--- config.mk ---
export PLATFORM = sky130hd
export DESIGN_NAME = multicycle_ctrl
export DESIGN_NICKNAME = d
export VERILOG_FILES = /design/src/rtl/riscv_pkg.sv /design/src/rtl/mc_decode.sv /design/src/rtl/multicycle_ctrl.sv
export SDC_FILE = /design/constraint.sdc
export NUM_CORES = 1
export LEC_CHECK = 0
export BUFFER_PORTS_ARGS = -buffer_cell sky130_fd_sc_hd__buf_2
export CELL_PAD_IN_SITES_DETAIL_PLACEMENT = 2
export CELL_PAD_IN_SITES_GLOBAL_PLACEMENT = 2
export CORE_MARGIN = 10
export CORE_UTILIZATION = 31
export DETAILED_ROUTE_END_ITERATION = 16
export PLACE_DENSITY_LB_ADDON = 0.2
export SLEW_MARGIN = 20
export SYNTH_ARGS = -nofsm -noshare
export SYNTH_HDL_FRONTEND = slang
export SYNTH_SLANG_ARGS = --single-unit
--- constraint.sdc ---
create_clock -name clk -period 3.05 [get_ports clk]
set_clock_uncertainty 0.15 [all_clocks]
set_input_delay 0.305 -clock clk [delete_from_list [all_inputs] [get_ports clk]]
set_output_delay 0.305 -clock clk [all_outputs]
set_load 0.02 [all_outputs]
--- src/rtl/riscv_pkg.sv ---
// Shared encodings for the RV32I multi-cycle control path: opcodes, ALU/PC/WB selects,
// sequencer states and the decoded-opcode record.
package riscv_pkg;

  localparam logic [6:0] OP_LD   = 7'b0000011;
  localparam logic [6:0] OP_ST   = 7'b0100011;
  localparam logic [6:0] OP_R    = 7'b0110011;
  localparam logic [6:0] OP_BR   = 7'b1100011;
  localparam logic [6:0] OP_I    = 7'b0010011;
  localparam logic [6:0] OP_LUI  = 7'b0110111;
  localparam logic [6:0] OP_JALR = 7'b1100111;
  localparam logic [6:0] OP_JAL  = 7'b1101111;

  localparam logic [1:0] ALU_ITYPE = 2'b00;
  localparam logic [1:0] ALU_ADD   = 2'b01;
  localparam logic [1:0] ALU_RTYPE = 2'b10;
  localparam logic [1:0] ALU_MISC  = 2'b11;

  localparam logic [1:0] PC_PLUS4  = 2'b00;
  localparam logic [1:0] PC_BRANCH = 2'b01;
  localparam logic [1:0] PC_JUMP   = 2'b10;

  localparam logic [1:0] WB_ALU  = 2'b00;
  localparam logic [1:0] WB_MEM  = 2'b01;
  localparam logic [1:0] WB_LINK = 2'b10;

  typedef enum logic [2:0] {
    ST_IDLE = 3'd0,
    ST_IF   = 3'd1,
    ST_ID   = 3'd2,
    ST_EX   = 3'd3,
    ST_MEM  = 3'd4,
    ST_WB   = 3'd5,
    ST_TRAP = 3'd6
  } state_t;

  typedef struct packed {
    logic       legal;
    logic       is_ld;
    logic       is_st;
    logic       is_br;
    logic       is_jmp;
    logic [1:0] alu_op;
    logic       alu_src;
  } dec_t;

endpackage

--- src/rtl/mc_decode.sv ---
// Combinational opcode classifier: legality, instruction class and the EX-step ALU controls.
module mc_decode
  import riscv_pkg::*;
(
  input  logic [6:0] opcode,
  output dec_t       dec
);

  // Map each supported major opcode to its class flags and ALU setup; anything else is illegal.
  always_comb begin
    dec = '{legal: 1'b0, is_ld: 1'b0, is_st: 1'b0, is_br: 1'b0, is_jmp: 1'b0,
            alu_op: ALU_ITYPE, alu_src: 1'b0};
    case (opcode)
      OP_LD: begin
        dec.legal   = 1'b1;
        dec.is_ld   = 1'b1;
        dec.alu_op  = ALU_ADD;
        dec.alu_src = 1'b1;
      end
      OP_ST: begin
        dec.legal   = 1'b1;
        dec.is_st   = 1'b1;
        dec.alu_op  = ALU_ADD;
        dec.alu_src = 1'b1;
      end
      OP_R: begin
        dec.legal   = 1'b1;
        dec.alu_op  = ALU_RTYPE;
        dec.alu_src = 1'b0;
      end
      OP_BR: begin
        dec.legal   = 1'b1;
        dec.is_br   = 1'b1;
        dec.alu_op  = ALU_MISC;
        dec.alu_src = 1'b0;
      end
      OP_I: begin
        dec.legal   = 1'b1;
        dec.alu_op  = ALU_ITYPE;
        dec.alu_src = 1'b1;
      end
      OP_LUI: begin
        dec.legal   = 1'b1;
        dec.alu_op  = ALU_MISC;
        dec.alu_src = 1'b1;
      end
      OP_JAL, OP_JALR: begin
        dec.legal   = 1'b1;
        dec.is_jmp  = 1'b1;
        dec.alu_op  = ALU_MISC;
        dec.alu_src = 1'b1;
      end
      default: begin
        dec.legal   = 1'b0;
      end
    endcase
  end

endmodule

--- src/rtl/multicycle_ctrl.sv ---
// Multi-cycle IF/ID/EX/MEM/WB sequencer for the shared-memory RV32I datapath, with a
// memory-ready handshake, bus timeout and illegal-opcode trap.
module multicycle_ctrl
  import riscv_pkg::*;
#(
  parameter int MEM_TIMEOUT = 16
) (
  input  logic       clk,
  input  logic       rst_n,
  input  logic [6:0] opcode,
  input  logic       zero,
  input  logic       mem_ready,
  output logic       mem_req,
  output logic       mem_we,
  output logic       iord,
  output logic       ir_write,
  output logic       pc_write,
  output logic [1:0] pc_src,
  output logic [1:0] alu_op,
  output logic       alu_src,
  output logic       reg_write,
  output logic [1:0] wb_sel,
  output logic       instr_done,
  output logic       trap,
  output logic [2:0] state_o
);

  localparam int             TW       = $clog2(MEM_TIMEOUT) + 1;
  localparam logic [TW-1:0]  TMO_LAST = TW'(MEM_TIMEOUT - 1);
  localparam logic [TW-1:0]  TMO_ONE  = TW'(1);

  state_t        state_r;
  logic [6:0]    opcode_r;
  logic [TW-1:0] tmo_cnt_r;
  logic [6:0]    dec_in_s;
  dec_t          dec_s;

  // In ID the incoming opcode is judged before it lands in opcode_r.
  assign dec_in_s = (state_r == ST_ID) ? opcode : opcode_r;

  mc_decode u_decode (
    .opcode (dec_in_s),
    .dec    (dec_s)
  );

  // Sequencer state, latched opcode and memory-wait counter.
  always_ff @(posedge clk or negedge rst_n) begin
    if (!rst_n) begin
      state_r   <= ST_IDLE;
      opcode_r  <= 7'd0;
      tmo_cnt_r <= '0;
    end else begin
      case (state_r)
        ST_IDLE: begin
          state_r   <= ST_IF;
          tmo_cnt_r <= '0;
        end
        ST_IF: begin
          if (mem_ready) begin
            state_r <= ST_ID;
          end else if (tmo_cnt_r == TMO_LAST) begin
            state_r <= ST_TRAP;
          end else begin
            tmo_cnt_r <= tmo_cnt_r + TMO_ONE;
          end
        end
        ST_ID: begin
          opcode_r <= opcode;
          state_r  <= dec_s.legal ? ST_EX : ST_TRAP;
        end
        ST_EX: begin
          tmo_cnt_r <= '0;
          if (dec_s.is_br) begin
            state_r <= ST_IF;
          end else if (dec_s.is_ld || dec_s.is_st) begin
            state_r <= ST_MEM;
          end else begin
            state_r <= ST_WB;
          end
        end
        ST_MEM: begin
          if (mem_ready) begin
            tmo_cnt_r <= '0;
            state_r   <= dec_s.is_st ? ST_IF : ST_WB;
          end else if (tmo_cnt_r == TMO_LAST) begin
            state_r <= ST_TRAP;
          end else begin
            tmo_cnt_r <= tmo_cnt_r + TMO_ONE;
          end
        end
        ST_WB: begin
          state_r   <= ST_IF;
          tmo_cnt_r <= '0;
        end
        ST_TRAP: begin
          state_r <= ST_TRAP;
        end
        default: begin
          state_r <= ST_TRAP;
        end
      endcase
    end
  end

  // Datapath controls decoded from the current state and latched opcode class.
  always_comb begin
    mem_req    = 1'b0;
    mem_we     = 1'b0;
    iord       = 1'b0;
    ir_write   = 1'b0;
    pc_write   = 1'b0;
    pc_src     = PC_PLUS4;
    alu_op     = ALU_ITYPE;
    alu_src    = 1'b0;
    reg_write  = 1'b0;
    wb_sel     = WB_ALU;
    instr_done = 1'b0;
    trap       = 1'b0;
    case (state_r)
      ST_IDLE: begin
        trap = 1'b0;
      end
      ST_IF: begin
        mem_req = 1'b1;
        iord    = 1'b0;
        if (mem_ready) begin
          ir_write = 1'b1;
          pc_write = 1'b1;
          pc_src   = PC_PLUS4;
        end else begin
          ir_write = 1'b0;
        end
      end
      ST_ID: begin
        trap = 1'b0;
      end
      ST_EX: begin
        alu_op  = dec_s.alu_op;
        alu_src = dec_s.alu_src;
        if (dec_s.is_br) begin
          pc_write   = zero;
          pc_src     = PC_BRANCH;
          instr_done = 1'b1;
        end else begin
          pc_write = 1'b0;
        end
      end
      ST_MEM: begin
        mem_req = 1'b1;
        iord    = 1'b1;
        mem_we  = dec_s.is_st;
        alu_op  = ALU_ADD;
        alu_src = 1'b1;
        if (mem_ready) begin
          instr_done = dec_s.is_st;
        end else begin
          instr_done = 1'b0;
        end
      end
      ST_WB: begin
        reg_write  = 1'b1;
        instr_done = 1'b1;
        if (dec_s.is_ld) begin
          wb_sel = WB_MEM;
        end else if (dec_s.is_jmp) begin
          wb_sel   = WB_LINK;
          pc_write = 1'b1;
          pc_src   = PC_JUMP;
        end else begin
          wb_sel = WB_ALU;
        end
      end
      ST_TRAP: begin
        trap = 1'b1;
      end
      default: begin
        trap = 1'b1;
      end
    endcase
  end

  assign state_o = state_r;

endmodule

==> reports/qor.yml <==
status: "finished clean"
yosys_most_used_dff: "dfrtp_1"
synthArstFlopShare: 1.000
r2r_start: "state_o[1]$_DFF_PN0_"
grt_max_degree: 16
yosysWarningCount: 0
hpwl_mm: 3.036
via_per_inst: 5.321
final_core_util: 0.3787
antenna_left: 0
cp_slowest_cell: "dfrtp_1"
drv_slew: 0
min_from: "opcode[1]"
cts_resized: 0
start_kind: "register"
rows: 22
antenna_cells: 0
yosysSeqAreaShare: 0.3209
seq_power_share: 0.298
first_pass_iters: 4
critPathKind: "reg2out"
routedWlPerCell_um: 17.60
rsz0062_at_grt: "no"
combPwrFrac: 0.587
vias: 1128
drive_above_1_share: 0.2805
core_region_area_um2: 3661
nets: 177
rrSetupSlack_ps: 640
crit_path_end_kind: "output pin"
grt_pass1_wl_mm: 6.251
worstHoldPathType: "in2reg"
min_period_ps: 2867
power_frac_clock: 0.116
syn-num-nets: 147
synth_edf_count: 0
r2r-end: "state_o[0]$_DFF_PN0_"
max_freq_mhz: 348.8
slew_headroom: 0.5981
cts.htree.levels: 1
setup_violations: 0
required_ps: 2590
hold_end: "opcode_r[1]$_DFF_PN0_"
pin_count: 29
grt_use_total: 0.1171
portBuffers: 28
power_mw: 1.400
p_int_mw: 0.6968
synth_cell_types: 48
grt_overflow: 0
drv_cap: 0
clock_latency_ps: 250
dp.cells: 207
cts_tree: "built"
max_stage_delay_ps: 550
start_util: 0.3195
drc: 0
place_area_um2: 1330
clockRootBuffer: "clkbuf_8"
holdBufCountCts: 1
switching_share: 0.5022
finalWorstSetupSlack_ps: 183.0
gp_congestion: 0.8399
syn_area_per_cell_um2: 8.666
cp.arrival_ps: 2410
area_delta_synth_final_pct: 18.50
antenna_found_initial: 0
finalCritPeriodShare: 0.9400
fp.dieW_um: 81.43
crit_chain: "or3b_1 -> buf_4 -> mux2i_1 -> o31ai_2 -> o21ai_0 -> a21o_1 -> buf_2"
fin_area_um2: 1386
grt_pass1_vias: 1235
die_y_um: 81.43
p_sw_mw: 0.7030
ir_worst_vdd_mv: 0.3713
clkSlewWorstSetupHoldPaths_ps: 60
hold_viol_final: 0
min_path_cells: 3
drt-total-wl_mm: 3.731
drt_iter0_drc: 45
postSynthCellCount: 135
tns_ps: 0
place_ws_ps: 458.3
worstMarginPinSlew_ps: 594.7
path_buf_inv: 2
die_area_um2: 6631
worstRegToRegCells: 6
cpLargestDelayFamily: "flip-flops"
instances_no_fill: 212
post_cts_buffers: 0
cts.sinks: 15
leakage_nw: 0.6797
cp_max_fo: 13
hold_ws_ps: 125.0
synth-seq-cells: 15
syn_area_um2: 1170
cts_made_buffers: 3
powerDensity_nw_per_um2: 1010
ctsLongestPathBuffers: 2
[synthesized netlist by cell type (3+ instances only)]
library cell  count  area share
nand2_1          23       0.074
nor2_1           16       0.051
dfrtp_1          15        0.32
nand3_1           7       0.030
a21oi_1           4       0.017
and2_1            4       0.021
nor4_1            4       0.021
a211o_1           3       0.022
nor2b_1           3       0.016
nor3b_1           3       0.019
o21ai_0           3       0.013
[power by group through the flow]
stage | clock network (mW) | registers [mW] | logic [mW]
global route | 0.177 | 0.436 | 0.924
floorplan | 0 | 0.369 | 0.669
CTS | 0.169 | 0.417 | 0.841
finish | 0.162 | 0.417 | 0.821
detailed placement | 0 | 0.421 | 0.828
global placement | 0 | 0.411 | 0.808
[area by class of cell]
cell class | instances | area (µm²)
fillers | 443 | 2275
clock buffers | 3 | 41.29
repair buffers | 31 | 165.2
inverters | 2 | 7.507
multi-input cells | 112 | 732.0
well taps | 48 | 60.06
flip-flops and latches | 15 | 375.4
clock inverters | 1 | 5.005
[per-layer routing]
layer  global-route usage  wire length [µm]  vias to the layer above
li1                     -                 -                      543
met1               0.1460              1690                      560
met2               0.1998              1827                       23
met3              0.02074               196                        2
met4              0.03633                16                        0
met5                    0                 0                        -
[layout by cell type, fill, tap and decap left out, types with 3 or more instances in the layout]
master and instances:
nor4_1 4, a211o_1 3, clkbuf_8 3, nand3_1 7, nand2_1 23, and2_1 4, dfrtp_1 15, buf_2 28
nor3b_1 3, nor2_1 16, a21oi_1 4, nor2b_1 3, o21ai_0 3
[worst max-delay path by stage]
stage / startpoint / end / slack, ps / depth (start not counted)
global placement: state_o[1]$_DFF_PN0_ / pc_write / 510 / 7
global route: state_o[1]$_DFF_PN0_ / pc_write / 4 / 7
detailed placement: state_o[1]$_DFF_PN0_ / pc_write / 460 / 7
floorplan: state_o[1]$_DFF_PN0_ / instr_done / 360 / 6
finish: state_o[1]$_DFF_PN0_ / alu_src / 180 / 7
CTS: state_o[1]$_DFF_PN0_ / pc_write / 170 / 7
[registers in the layout, summed over array words and instances, names as in the netlist]
register,count
state_o,3
tmo_cnt_r,5
opcode_r,7
[worst register-to-register path, stage by stage (launching register included)]
cell and delay [ps]:
dfrtp_1 550, or3b_1 460, buf_4 230, mux2i_1 220, o31ai_2 130, o21ai_1 170
a221o_1 380
[kinds of logic (layout without fill, tap and decap cells)]
kind of cell,count (synthesis),count (layout),share of synthesized area
AO/OA/AOI/OAI,26,26,0.1733
adder cells (fa/ha/maj),1,1,0.01069
buffers and inverters,8,37,0.05348
XOR/XNOR,3,3,0.02246
flip-flops,15,15,0.3209
AND/OR/NAND/NOR,77,77,0.3540
multiplexers,5,5,0.06524
Power figures use the tool's default switching activity.
